<file path="src/rtl/atm_session_timer_if.sv">
// Command/status bundle between the ATM main FSM and the session timer.
// slow_clk rides along as plain sampled data from the clock divider.
interface atm_session_timer_if #(
    parameter int unsigned CNT_W = 8
);
    logic             slow_clk;
    logic             start;
    logic             activity;
    logic             cancel;
    logic [CNT_W-1:0] remaining;
    logic             busy;
    logic             warning;
    logic             timeout;
    logic             expired;

    modport master (
        output slow_clk, start, activity, cancel,
        input  remaining, busy, warning, timeout, expired
    );

    modport slave (
        input  slow_clk, start, activity, cancel,
        output remaining, busy, warning, timeout, expired
    );
endinterface

</file>
<file path="src/rtl/atm_session_timer.sv">
// Idle-session timer: turns slow_clk rising edges into clk-domain ticks and counts
// them down from a programmed timeout, flagging warning and expiry to the main FSM.
module atm_session_timer #(
    parameter int unsigned TIMEOUT_TICKS = 30,
    parameter int unsigned WARN_TICKS    = 5,
    parameter int unsigned CNT_W         = 8
) (
    input logic                clk,
    input logic                rst,
    atm_session_timer_if.slave bus
);

    localparam logic [CNT_W-1:0] TimeoutVal = CNT_W'(TIMEOUT_TICKS);
    localparam logic [CNT_W-1:0] WarnVal    = CNT_W'(WARN_TICKS);

    typedef enum logic [1:0] {StIdle, StRun, StWarn, StExpired} state_e;

    state_e           state_q, state_d;
    logic [CNT_W-1:0] remaining_q, remaining_d, remaining_dec;
    logic             timeout_q, timeout_d;
    logic             s1_q, s2_q, prev_q;
    logic             tick;

    // slow_clk is asynchronous data: synchronize, then detect rising edges only
    always_ff @(posedge clk or posedge rst) begin
        if (rst) begin
            s1_q   <= 1'b0;
            s2_q   <= 1'b0;
            prev_q <= 1'b0;
        end else begin
            s1_q   <= bus.slow_clk;
            s2_q   <= s1_q;
            prev_q <= s2_q;
        end
    end

    assign tick = s2_q & ~prev_q;

    // Saturating decrement keeps the counter from ever wrapping below zero
    assign remaining_dec = (remaining_q != '0) ? remaining_q - 1'b1 : '0;

    always_ff @(posedge clk or posedge rst) begin
        if (rst) begin
            state_q     <= StIdle;
            remaining_q <= '0;
            timeout_q   <= 1'b0;
        end else begin
            state_q     <= state_d;
            remaining_q <= remaining_d;
            timeout_q   <= timeout_d;
        end
    end

    always_comb begin
        state_d     = state_q;
        remaining_d = remaining_q;
        timeout_d   = 1'b0;
        unique case (state_q)
            StIdle: begin
                remaining_d = '0;
                if (!bus.cancel && bus.start) begin
                    state_d     = StRun;
                    remaining_d = TimeoutVal;
                end
            end
            StRun: begin
                if (bus.cancel) begin
                    state_d     = StIdle;
                    remaining_d = '0;
                end else if (bus.start || bus.activity) begin
                    remaining_d = TimeoutVal;
                end else if (tick) begin
                    remaining_d = remaining_dec;
                    if (remaining_dec == WarnVal) begin
                        state_d = StWarn;
                    end
                end
            end
            StWarn: begin
                if (bus.cancel) begin
                    state_d     = StIdle;
                    remaining_d = '0;
                end else if (bus.start || bus.activity) begin
                    state_d     = StRun;
                    remaining_d = TimeoutVal;
                end else if (tick) begin
                    remaining_d = remaining_dec;
                    if (remaining_dec == '0) begin
                        state_d   = StExpired;
                        timeout_d = 1'b1;
                    end
                end
            end
            StExpired: begin
                remaining_d = '0;
                if (bus.cancel) begin
                    state_d = StIdle;
                end else if (bus.start) begin
                    state_d     = StRun;
                    remaining_d = TimeoutVal;
                end
            end
            default: begin
                state_d     = StIdle;
                remaining_d = '0;
            end
        endcase
    end

    assign bus.remaining = remaining_q;
    assign bus.busy      = (state_q == StRun) || (state_q == StWarn);
    assign bus.warning   = (state_q == StWarn);
    assign bus.expired   = (state_q == StExpired);
    assign bus.timeout   = timeout_q;

endmodule

</file>
<file path="src/flat_wrapper.sv">
// flat-port wrapper written by rule: the top's interface ports become plain ports
module atm_session_timer_flat 
#(
    parameter int unsigned TIMEOUT_TICKS = 30,
    parameter int unsigned WARN_TICKS    = 5,
    parameter int unsigned CNT_W         = 8
)
  (clk, rst, bus_slow_clk, bus_start, bus_activity, bus_cancel, bus_remaining, bus_busy, bus_warning, bus_timeout, bus_expired);
  atm_session_timer_if #(.CNT_W(CNT_W)) bus_i ();
  input logic clk;
  input logic rst;
  input wire logic [$bits(bus_i.slow_clk)-1:0] bus_slow_clk;
  input wire logic [$bits(bus_i.start)-1:0] bus_start;
  input wire logic [$bits(bus_i.activity)-1:0] bus_activity;
  input wire logic [$bits(bus_i.cancel)-1:0] bus_cancel;
  output wire logic [$bits(bus_i.remaining)-1:0] bus_remaining;
  output wire logic [$bits(bus_i.busy)-1:0] bus_busy;
  output wire logic [$bits(bus_i.warning)-1:0] bus_warning;
  output wire logic [$bits(bus_i.timeout)-1:0] bus_timeout;
  output wire logic [$bits(bus_i.expired)-1:0] bus_expired;
  assign bus_i.slow_clk = bus_slow_clk;
  assign bus_i.start = bus_start;
  assign bus_i.activity = bus_activity;
  assign bus_i.cancel = bus_cancel;
  assign bus_remaining = bus_i.remaining;
  assign bus_busy = bus_i.busy;
  assign bus_warning = bus_i.warning;
  assign bus_timeout = bus_i.timeout;
  assign bus_expired = bus_i.expired;
  atm_session_timer #(.TIMEOUT_TICKS(TIMEOUT_TICKS), .WARN_TICKS(WARN_TICKS), .CNT_W(CNT_W)) u_core (.clk(clk), .rst(rst), .bus(bus_i));
endmodule
</file>
<file path="config.mk">
export PLATFORM = sky130hd
export DESIGN_NAME = atm_session_timer_flat
export DESIGN_NICKNAME = d
export VERILOG_FILES = /design/src/rtl/atm_session_timer_if.sv /design/src/rtl/atm_session_timer.sv /design/src/flat_wrapper.sv
export SDC_FILE = /design/constraint.sdc
export NUM_CORES = 1
export LEC_CHECK = 0
export BUFFER_PORTS_ARGS = -buffer_cell sky130_fd_sc_hd__buf_2
export CAP_MARGIN = 20
export CORE_MARGIN = 1.5
export CORE_UTILIZATION = 57
export CTS_CLUSTER_SIZE = 25
export DETAILED_ROUTE_END_ITERATION = 8
export PLACE_DENSITY = 0.92
export SLEW_MARGIN = 20
export SYNTH_ARGS = -nofsm -noshare
export SYNTH_HDL_FRONTEND = slang
export SYNTH_SLANG_ARGS = --single-unit
</file>
<file path="constraint.sdc">
create_clock -name clk -period 4.7 [get_ports clk]
set_clock_uncertainty 0.05 [all_clocks]
set_input_delay 0.47 -clock clk [delete_from_list [all_inputs] [get_ports clk]]
set_output_delay 0.47 -clock clk [all_outputs]
set_load 0.005 [all_outputs]
</file>
==> results of run 1 <==
-- cells in the mapped netlist (all sizes together) (2+ instances only) --
master	number
nor4	3
nand3	2
a2111oi	2
and2	2
or4	3
nor3	3
inv	6
nand2	4
o21ai	12
or4b	2
or2b	2
buf	2
a21oi	6
dfrtp	14
ha	7
nor2	12
xnor2	3
mux2i	2
nor3b	3
or3	2
-- stage by stage --
step                      setup slack (ns)  power [W]  utilization  hold slack (ns)  instance area, sq um
after detailed placement              2.32   0.000466        0.675            0.287                  1040
after global routing                  2.13   0.000578        0.690            0.232                  1060
after CTS                             2.31   0.000534        0.690            0.178                  1060
after floorplan                       2.55   0.000405            -            0.281                   955
final                                 2.27   0.000539        0.690            0.161                  1060
after global placement                2.33   0.000456        0.675            0.294                  1040
-- path summary, 6_finish.rpt --
| kind | from | endpoint | slack [ns] | depth (start not counted) |
|---|---|---|---|---|
| min in group clk | bus_slow_clk | u_core.s1_q | 0.24 | 1 |
| worst min register to register | u_core.s1_q | u_core.s2_q | 0.31 | 0 |
| worst min-delay path | rst | u_core.bus.remaining[4] | 0.16 | 2 |
| worst max register to register | u_core.bus.remaining[0] | u_core.state_q[1] | 2.27 | 7 |
| worst max-delay path | u_core.bus.remaining[0] | u_core.state_q[1] | 2.27 | 7 |
| max in group asynchronous | rst | u_core.s2_q | 4.08 | 2 |
-- power breakdown --
| group | switching (W) | internal [W] | total, W |
|---|---|---|---|
| logic | 0.000164 | 0.000129 | 0.000293 |
| clock network | 0.0000377 | 0.0000297 | 0.0000674 |
| registers | 0.0000366 | 0.000141 | 0.000178 |
| total | 0.000238 | 0.000300 | 0.000539 |
-- per-layer routing --
layer	routed length (um)	vias to the layer above
met3	198	5
met5	0	-
li1	-	418
met2	886	54
met4	36	0
met1	883	413
-- cell usage in the layout (no fill, tap or decap), drive strengths merged, types with 4 or more instances in the layout --
cell	n
buf	17
dfrtp	14
nor2	12
o21ai	12
ha	7
a21oi	6
inv	6
nand2	4
-- final cells by class --
type	count	area share
Sequential cell	14	0.329
Tap cell	16	0.0188
Clock buffer	3	0.0212
Timing Repair Buffer	17	0.0800
Inverter	6	0.0212
Multi-Input combinational cell	82	0.529
-- cell families (layout without fill, tap and decap cells) --
family,count (synthesis),count (layout),synth area share
and+or+nand+nor,43,43,0.261
AOI/OAI and AO/OA,27,27,0.189
DFF,14,14,0.367
adders and majority gates,7,7,0.0917
xor gates and xnor gates,3,3,0.0275
muxes,2,2,0.0210
buffers and inverters,9,26,0.0432
-- critical path, stage by stage, from the launching register on --
cell and delay (ns):
dfrtp_1 0.46, inv_1 0.14, ha_1 0.20, nor3b_1 0.53, and2_1 0.34, a31oi_1 0.08, or3_1 0.35, o32ai_2 0.19
-- flip-flops by register name (all words and copies together), names as in the netlist --
name                  flops
u_core.bus.timeout        1
u_core.prev_q             1
u_core.s2_q               1
u_core.bus.remaining      8
u_core.s1_q               1
u_core.state_q            2
==> flow_summary_export.csv, run 1 <==
group,metric,value,unit
run_status,status,"finished, final reports clean",
placement,dpl.cell_count,135,
global_route,grt_max_degree,15,
global_route,grt_use_total,0.242,
clock_tree,clkSinkCount,14,
detailed_routing,vias,890,
floorplanning,die_w,43.9,um
cells_and_area,seqCellArea,350,sq um
logic_synthesis,synth_flop_cell,"dfrtp_1",
global_route,antenna_found_initial,0,
logic_synthesis,synth-edff-count,0,
floorplanning,start_util,0.619,
sta,min_period,2.43,ns
critical_path,arrival,2.56,ns
detailed_routing,ant_nets,0,
cells_and_area,nFillCells,123,
critical_path,cp_max_fo,9,
cells_and_area,antenna_cells,0,
sta,setup_viol,0,
floorplanning,die_area,0.00193,sq mm
placement,portBuffers,17,
global_route,grt.met3_usage,0.0458,
floorplanning,core,0.00154,sq mm
detailed_routing,avgRoutedWirePerCell,14.5,um
placement,dpl.hpwl,1510,um
power,leakage,0.491,nW
clock_tree,cts_root_buf,"clkbuf_4",
sta,period_share,0.516,
cells_and_area,drive_above_1_share,0.189,
cells_and_area,layout.cells.non_filler,138,
logic_synthesis,ys_ff_latch,14,
run,drv_cap,0,
detailed_routing,via_per_inst,6.45,
sta,tightest_slew,0.639,ns
critical_path,required,4.84,ns
cells_and_area,areaGrowthSynthToFinish,11.4,%
logic_synthesis,syn-num-nets,118,
sta,grt_setup_unrepaired,"false",
floorplanning,row_count,14,
critical_path,critical_path_class,"reg -> reg",
detailed_routing,drc,0,
global_route,overflow,0,
global_route,grt_pass1_wl,3460,um
logic_synthesis,synth_area_per_cell,9.09,sq um
logic_synthesis,synthTopCellsByArea,"dfrtp_1 (37%), ha_1 (9.2%), nor2_1 (4.7%), o21ai_0 (3.7%), a21oi_1 (3.1%)",
clock_tree,cts_resized,0,
global_route,met2_usage,0.362,
critical_path,worst_setup_path_end_kind,"flip-flop",
floorplanning,die_h,43.9,um
logic_synthesis,ys_seq_area_frac,0.367,
detailed_routing,firstDrtPassIters,4,
clock_tree,clockBufferDepth,2,
clock_tree,h-tree-depth,1,
clock_tree,postCtsHoldBufs,0,
sta,slew_headroom,0.563,
power,power_density,506,mW/mm^2
sta,tns,0,ns
detailed_routing,wirelength,2000,um
global_route,grt_use_met1,0.345,
clock_tree,post_cts_buffers,0,
logic_synthesis,syn-cell-area,955,sq um
sta,hold_violations,0,
cells_and_area,layout.nets,137,
sta,slew_violations,0,
global_route,grt_pass1_vias,787,
logic_synthesis,synth_area_leader_cell,"dfrtp_1",
min_path,min_path_type,"in -> async",
logic_synthesis,yosysWarningCount,0,
power,ir_drop,339,uV
clock_tree,cts_made_buffers,3,
logic_synthesis,async_flop_share,1.00,
logic_synthesis,synth.distinct_cells,36,
detailed_routing,drt_iter0_drc,44,
logic_synthesis,synth_top_area_frac,0.367,
logic_synthesis,syn-instance-count,105,
clock_tree,clk_latency,0.28,ns
sta,fmax,412,MHz
floorplanning,ios,18,
clock_tree,path_clk_slew,0.08,ns
global_route,grt_busiest_layer,"met2",
clock_tree,cts_tree,"built",
placement,finalWeightedCongestion,0.882,
cells_and_area,multiInputGateArea,563,sq um
critical_path,critPathLaunchType,"flip-flop",
Note: power is estimated with default switching activity, not from simulation.
==> run 2, diff against run 1 <==
--- a/config.mk
+++ b/config.mk
@@ -8,10 +8,10 @@
 export BUFFER_PORTS_ARGS = -buffer_cell sky130_fd_sc_hd__buf_2
 export CAP_MARGIN = 20
 export CORE_MARGIN = 1.5
-export CORE_UTILIZATION = 57
+export CORE_UTILIZATION = 53
 export CTS_CLUSTER_SIZE = 25
 export DETAILED_ROUTE_END_ITERATION = 8
-export PLACE_DENSITY = 0.92
+export PLACE_DENSITY = 0.87
 export SLEW_MARGIN = 20
 export SYNTH_ARGS = -nofsm -noshare
 export SYNTH_HDL_FRONTEND = slang
==> constraint.sdc (replaced) <==
create_clock -name clk -period 2.4 [get_ports clk]
set_clock_uncertainty 0.05 [all_clocks]
set_input_delay 0.24 -clock clk [delete_from_list [all_inputs] [get_ports clk]]
set_output_delay 0.24 -clock clk [all_outputs]
set_load 0.005 [all_outputs]
==> run 2 against run 1 <==
  * Wire length increased by 5.5%
  * Setup slack got worse by 2.2 ns
  * First-iteration DRC count decreased by 50%
  * Register-to-register slack got worse by 2.2 ns
  * Critical path depth unchanged
  * Non-clock buffer count increased by 4
  * Sequential cell count unchanged
  * Combinational power increased by 110%
  * Die area increased by 7.0%
==> flow_summary_export.csv, run 2 (synthesized netlist as in run 1, its figures left out) <==
group,metric,value,unit
run_status,status,"finished, final reports clean",
detailed_routing,via_per_inst,5.89,
sta,tns,0,ns
power,p_clk_frac,0.126,
detailed_routing,firstDrtPassIters,4,
sta,setup_viol,0,
critical_path,worst_setup_path_end_kind,"flip-flop",
power,ir_drop,563,uV
floorplanning,ios,18,
min_path,min_path_type,"in -> reg",
power,leakage,0.515,nW
power,p_switching,0.000485,W
sta,slew_violations,0,
clock_tree,path_clk_slew,0.09,ns
cells_and_area,seqCellArea,350,sq um
sta,fmax,437,MHz
detailed_routing,wirelength,2110,um
cells_and_area,antenna_cells,0,
global_route,overflow,0,
global_route,grt_max_degree,15,
critical_path,critical_path_class,"reg -> reg",
floorplanning,die_h,45.4,um
detailed_routing,vias,890,
detailed_routing,drt_iter0_drc,22,
sta,slew_headroom,0.633,
detailed_routing,avgRoutedWirePerCell,14.0,um
global_route,antenna_found_initial,0,
cells_and_area,multiInputGateArea,574,sq um
clock_tree,clockBufferDepth,2,
power,p_int,0.000608,W
placement,portBuffers,17,
clock_tree,clk_latency,0.28,ns
clock_tree,cts_made_buffers,3,
critical_path,cp_max_fo,8,
clock_tree,cts_tree,"built",
floorplanning,start_util,0.559,
critical_path,arrival,2.45,ns
sta,grt_setup_unrepaired,"false",
min_path,worstHoldStart,"bus_activity",
global_route,grt_use_total,0.242,
cells_and_area,largest_register_ffs,8,
power,power_density,975,mW/mm^2
floorplanning,row_count,15,
power,p_sw_frac,0.444,
cells_and_area,nFillCells,152,
sta,period_share,0.952,
power,seqPwrFrac,0.316,
floorplanning,die_w,45.4,um
power,comb_power_share,0.558,
floorplanning,die_area,0.00206,sq mm
clock_tree,cts_root_buf,"clkbuf_4",
detailed_routing,ant_nets,0,
placement,finalWeightedCongestion,0.891,
sta,tightest_slew,0.543,ns
critical_path,required,2.56,ns
critical_path,critical_path.startpoint,"u_core.state_q[1]",
cells_and_area,final_common_cell,"buf_2",
global_route,grt_pass1_vias,861,
clock_tree,h-tree-depth,1,
cells_and_area,drive_above_1_share,0.214,
clock_tree,clkSinkCount,14,
floorplanning,core,0.00171,sq mm
cells_and_area,final_util,0.656,
critical_path,critPathLaunchType,"flip-flop",
cells_and_area,areaGrowthSynthToFinish,17.4,%
detailed_routing,drc,0,
run,drv_cap,0,
global_route,grt_pass1_wl,3620,um
placement,dpl.hpwl,1500,um
cells_and_area,layout.nets,141,
cells_and_area,layout_common_cells,"buf_2 (17), dfrtp_1 (14), nor2_1 (12)",
sta,hold_violations,0,
critical_path,crit-reg2reg-launch,"u_core.state_q[1]",
sta,min_period,2.29,ns
-- run 2: cell types whose count changed in the layout (fill, tap and decap cells not counted), sizes merged --
cell | before | now
buf | 17 | 19
dlygate4sd3 | 0 | 2
-- run 2: worst paths after layout --
check	slack (ns)	depth (start not counted)	endpoint
setup reg to reg	0.11	7	u_core.bus.remaining[1]
min in group asynchronous	0.49	3	u_core.state_q[1]
setup / recovery	0.11	7	u_core.bus.remaining[1]
max in group asynchronous	1.45	3	u_core.bus.remaining[2]
hold reg to reg	0.31	0	u_core.s2_q
hold / removal	0.21	3	u_core.bus.remaining[6]
-- run 2: power groups by stage --
stage / sequential, W / clock [W] / combinational (W)
2_1_floorplan: 0.000320 / 0 / 0.000474
3_3_place_gp: 0.000345 / 0 / 0.000560
3_5_place_dp: 0.000348 / 0 / 0.000577
4_1_cts: 0.000344 / 0.000137 / 0.000596
5_1_grt: 0.000354 / 0.000152 / 0.000682
6_report: 0.000346 / 0.000138 / 0.000609
-- run 2: routing by layer --
| metal | share of wire | up-vias | routed length (um) | GRT usage |
|---|---|---|---|---|
| li1 | - | 428 | - | - |
| met1 | 0.43 | 430 | 901 | 0.294 |
| met2 | 0.52 | 28 | 1090 | 0.411 |
| met3 | 0.046 | 4 | 98 | 0.0595 |
| met4 | 0.0090 | 0 | 19 | 0.0882 |
| met5 | 0 | - | 0 | 0 |
-- run 2: through the flow --
stage / total power [W] / hold slack [ns] / cell area, sq um / cells / setup slack, ns
6_report: 0.00109 / 0.213 / 1120 / 151 / 0.114
5_1_grt: 0.00119 / 0.232 / 1120 / 151 / 0.0278
4_1_cts: 0.00108 / 0.00753 / 1100 / 150 / 0.0656
3_5_place_dp: 0.000925 / 0.264 / 1070 / 146 / 0.0559
3_3_place_gp: 0.000905 / 0.255 / 1070 / 146 / 0.151
2_1_floorplan: 0.000794 / 0.0792 / 955 / 105 / 0.274
-- run 2: critical path, cell delays in order, from the launching register on --
cell,delay [ns]
dfrtp_1,0.43
inv_1,0.12
ha_1,0.33
or4b_1,0.46
or2_1,0.35
o21ai_1,0.23
a21oi_1,0.10
nor2_1,0.14
-- run 2: final cells by class --
class / count / share of cell area
inverter: 6 / 0.0201
multi-input combinational: 82 / 0.512
clock buffer: 3 / 0.0201
sequential: 14 / 0.312
tap: 25 / 0.0279
timing repair buffer: 21 / 0.107
-- run 2: repair_timing --
action	CTS	global route
gates resized for setup	1	2
buffers inserted	0	0
endpoints found under the setup margin	1	1
hold buffers	1	1
endpoints found under the hold margin	14	1
==> run 3, diff against run 2 <==
==> constraint.sdc (replaced) <==
create_clock -name clk -period 2.52 [get_ports clk]
set_clock_uncertainty 0.05 [all_clocks]
set_input_delay 0.252 -clock clk [delete_from_list [all_inputs] [get_ports clk]]
set_output_delay 0.252 -clock clk [all_outputs]
set_load 0.005 [all_outputs]
==> run 3 against run 2 <==
  * Global-route usage is 0.35 points higher
  * Largest power group unchanged
  * Setup slack better by 0.041 ns
  * Core utilization grew 0.15 points
  * Sequential cell count is the same
  * Critical path type unchanged
  * Combinational power shrank 5.9%
  * Cell count increased by 0.66%
  * Via count shrank 0.56%
  * Power is 2.3% lower
  * Critical endpoint is now u_core.state_q[1]
==> flow_summary_export.csv, run 3 (synthesized netlist as in run 1, its figures left out) <==
group,metric,value,unit
run_status,status,"finished, final reports clean",
cells_and_area,largest_register_ffs,8,
sta,tns,0,ns
cells_and_area,drive_above_1_share,0.205,
critical_path,critPathLaunchType,"flip-flop",
sta,tightest_slew,0.666,ns
placement,dpl.hpwl,1560,um
detailed_routing,vias,885,
cells_and_area,layout.cells.non_filler,152,
detailed_routing,ant_nets,0,
floorplanning,die_area,0.00206,sq mm
floorplanning,ios,18,
clock_tree,clk_latency,0.29,ns
critical_path,critical_path_class,"reg -> reg",
clock_tree,cts_resized,0,
detailed_routing,drc,0,
floorplanning,start_util,0.559,
global_route,grt_pass1_vias,803,
detailed_routing,wirelength,2110,um
critical_path,worst_setup_path_end_kind,"flip-flop",
clock_tree,clockBufferDepth,2,
sta,setup_viol,0,
cells_and_area,final_common_cell,"buf_2",
global_route,overflow,0,
sta,hold_violations,0,
critical_path,arrival,2.52,ns
cells_and_area,antenna_cells,0,
sta,grt_setup_unrepaired,"false",
clock_tree,cts_root_buf,"clkbuf_4",
global_route,antenna_found_initial,0,
power,leakage,0.517,nW
sta,fmax,423,MHz
power,power_density,950,mW/mm^2
placement,dpl.cell_count,146,
global_route,grt_pass1_wl,3590,um
critical_path,r2r_slack,0.16,ns
sta,min_period,2.36,ns
floorplanning,core,0.00171,sq mm
critical_path,cp_max_fo,7,
clock_tree,cts_tree,"built",
floorplanning,die_w,45.4,um
detailed_routing,via_per_inst,5.82,
min_path,min_path_type,"in -> reg",
detailed_routing,drt_iter0_drc,33,
sta,slew_violations,0,
critical_path,required,2.68,ns
global_route,grt_max_degree,15,
detailed_routing,avgRoutedWirePerCell,13.9,um
clock_tree,path_clk_slew,0.09,ns
placement,finalWeightedCongestion,0.886,
sta,period_share,0.938,
global_route,grt_use_total,0.246,
placement,portBuffers,17,
clock_tree,clkSinkCount,14,
detailed_routing,firstDrtPassIters,4,
floorplanning,die_h,45.4,um
cells_and_area,layout_common_cells,"buf_2 (17), dfrtp_1 (14), nor2_1 (12)",
cells_and_area,areaGrowthSynthToFinish,17.7,%
floorplanning,row_count,15,
clock_tree,post_cts_buffers,0,
sta,slew_headroom,0.544,
run,drv_cap,0,
clock_tree,cts_made_buffers,3,
cells_and_area,layout.nets,141,
power,ir_drop,577,uV
clock_tree,h-tree-depth,1,
run 3: changes by cell type in the layout (fill, tap and decap cells not counted), sizes merged:
cell / delta
clkbuf: +1
run 3: through the flow:
stage	setup WS (ns)	hold slack (ns)	area (sq um)	util	total power, W
6_report	0.155	0.224	1120	0.658	0.00107
5_1_grt	0.0204	0.243	1120	0.658	0.00116
4_1_cts	0.183	0.0169	1110	0.652	0.00106
3_5_place_dp	0.223	0.273	1070	0.625	0.000885
3_3_place_gp	0.335	0.268	1070	0.625	0.000865
2_1_floorplan	0.394	0.0912	955	-	0.000756
run 3: final timing paths:
check,end,depth (start not counted),start
worst max-delay path,u_core.state_q[1],7,u_core.bus.remaining[1]
worst min-delay path,u_core.bus.remaining[6],3,bus_activity
worst max register to register,u_core.state_q[1],7,u_core.bus.remaining[1]
worst min register to register,u_core.s2_q,0,u_core.s1_q
max in group asynchronous,u_core.bus.remaining[0],3,rst
min in group asynchronous,u_core.state_q[1],3,rst
run 3: per-layer routing:
| metal | up-vias | track usage | routed length, um | part of all wire |
|---|---|---|---|---|
| met2 | 34 | 0.383 | 982 | 0.46 |
| met1 | 413 | 0.319 | 945 | 0.45 |
| li1 | 429 | - | - | - |
| met4 | 0 | 0.129 | 71 | 0.034 |
| met5 | - | 0 | 0 | 0 |
| met3 | 9 | 0.0476 | 113 | 0.053 |
run 3: final cells by class:
class                      count  area, sq um
sequential                    14          350
timing repair buffer          21          120
multi-input combinational     82          563
fill                         143          584
inverter                       6         22.5
clock buffer                   4         36.3
tap                           25         31.3
run 3: critical path: stages, from the launching register on:
cell and delay (ns):
dfrtp_1 0.44, inv_1 0.10, ha_1 0.19, nor3b_1 0.51, a32o_1 0.25, a21boi_0 0.14
or3_1 0.39, o32ai_2 0.20
run 3: timing repair:
action / in CTS / in global routing
setup endpoints to repair: 0 / 0
hold endpoints to repair: 14 / 1
hold buffers: 1 / 1
run 3: where the power goes:
group          switching (W)  internal, W  total [W]  leakage (nW)
clock network      0.0000793    0.0000881   0.000167        0.0210
registers          0.0000630     0.000264   0.000327         0.182
logic               0.000322     0.000251   0.000573         0.314
total               0.000464     0.000603    0.00107         0.517
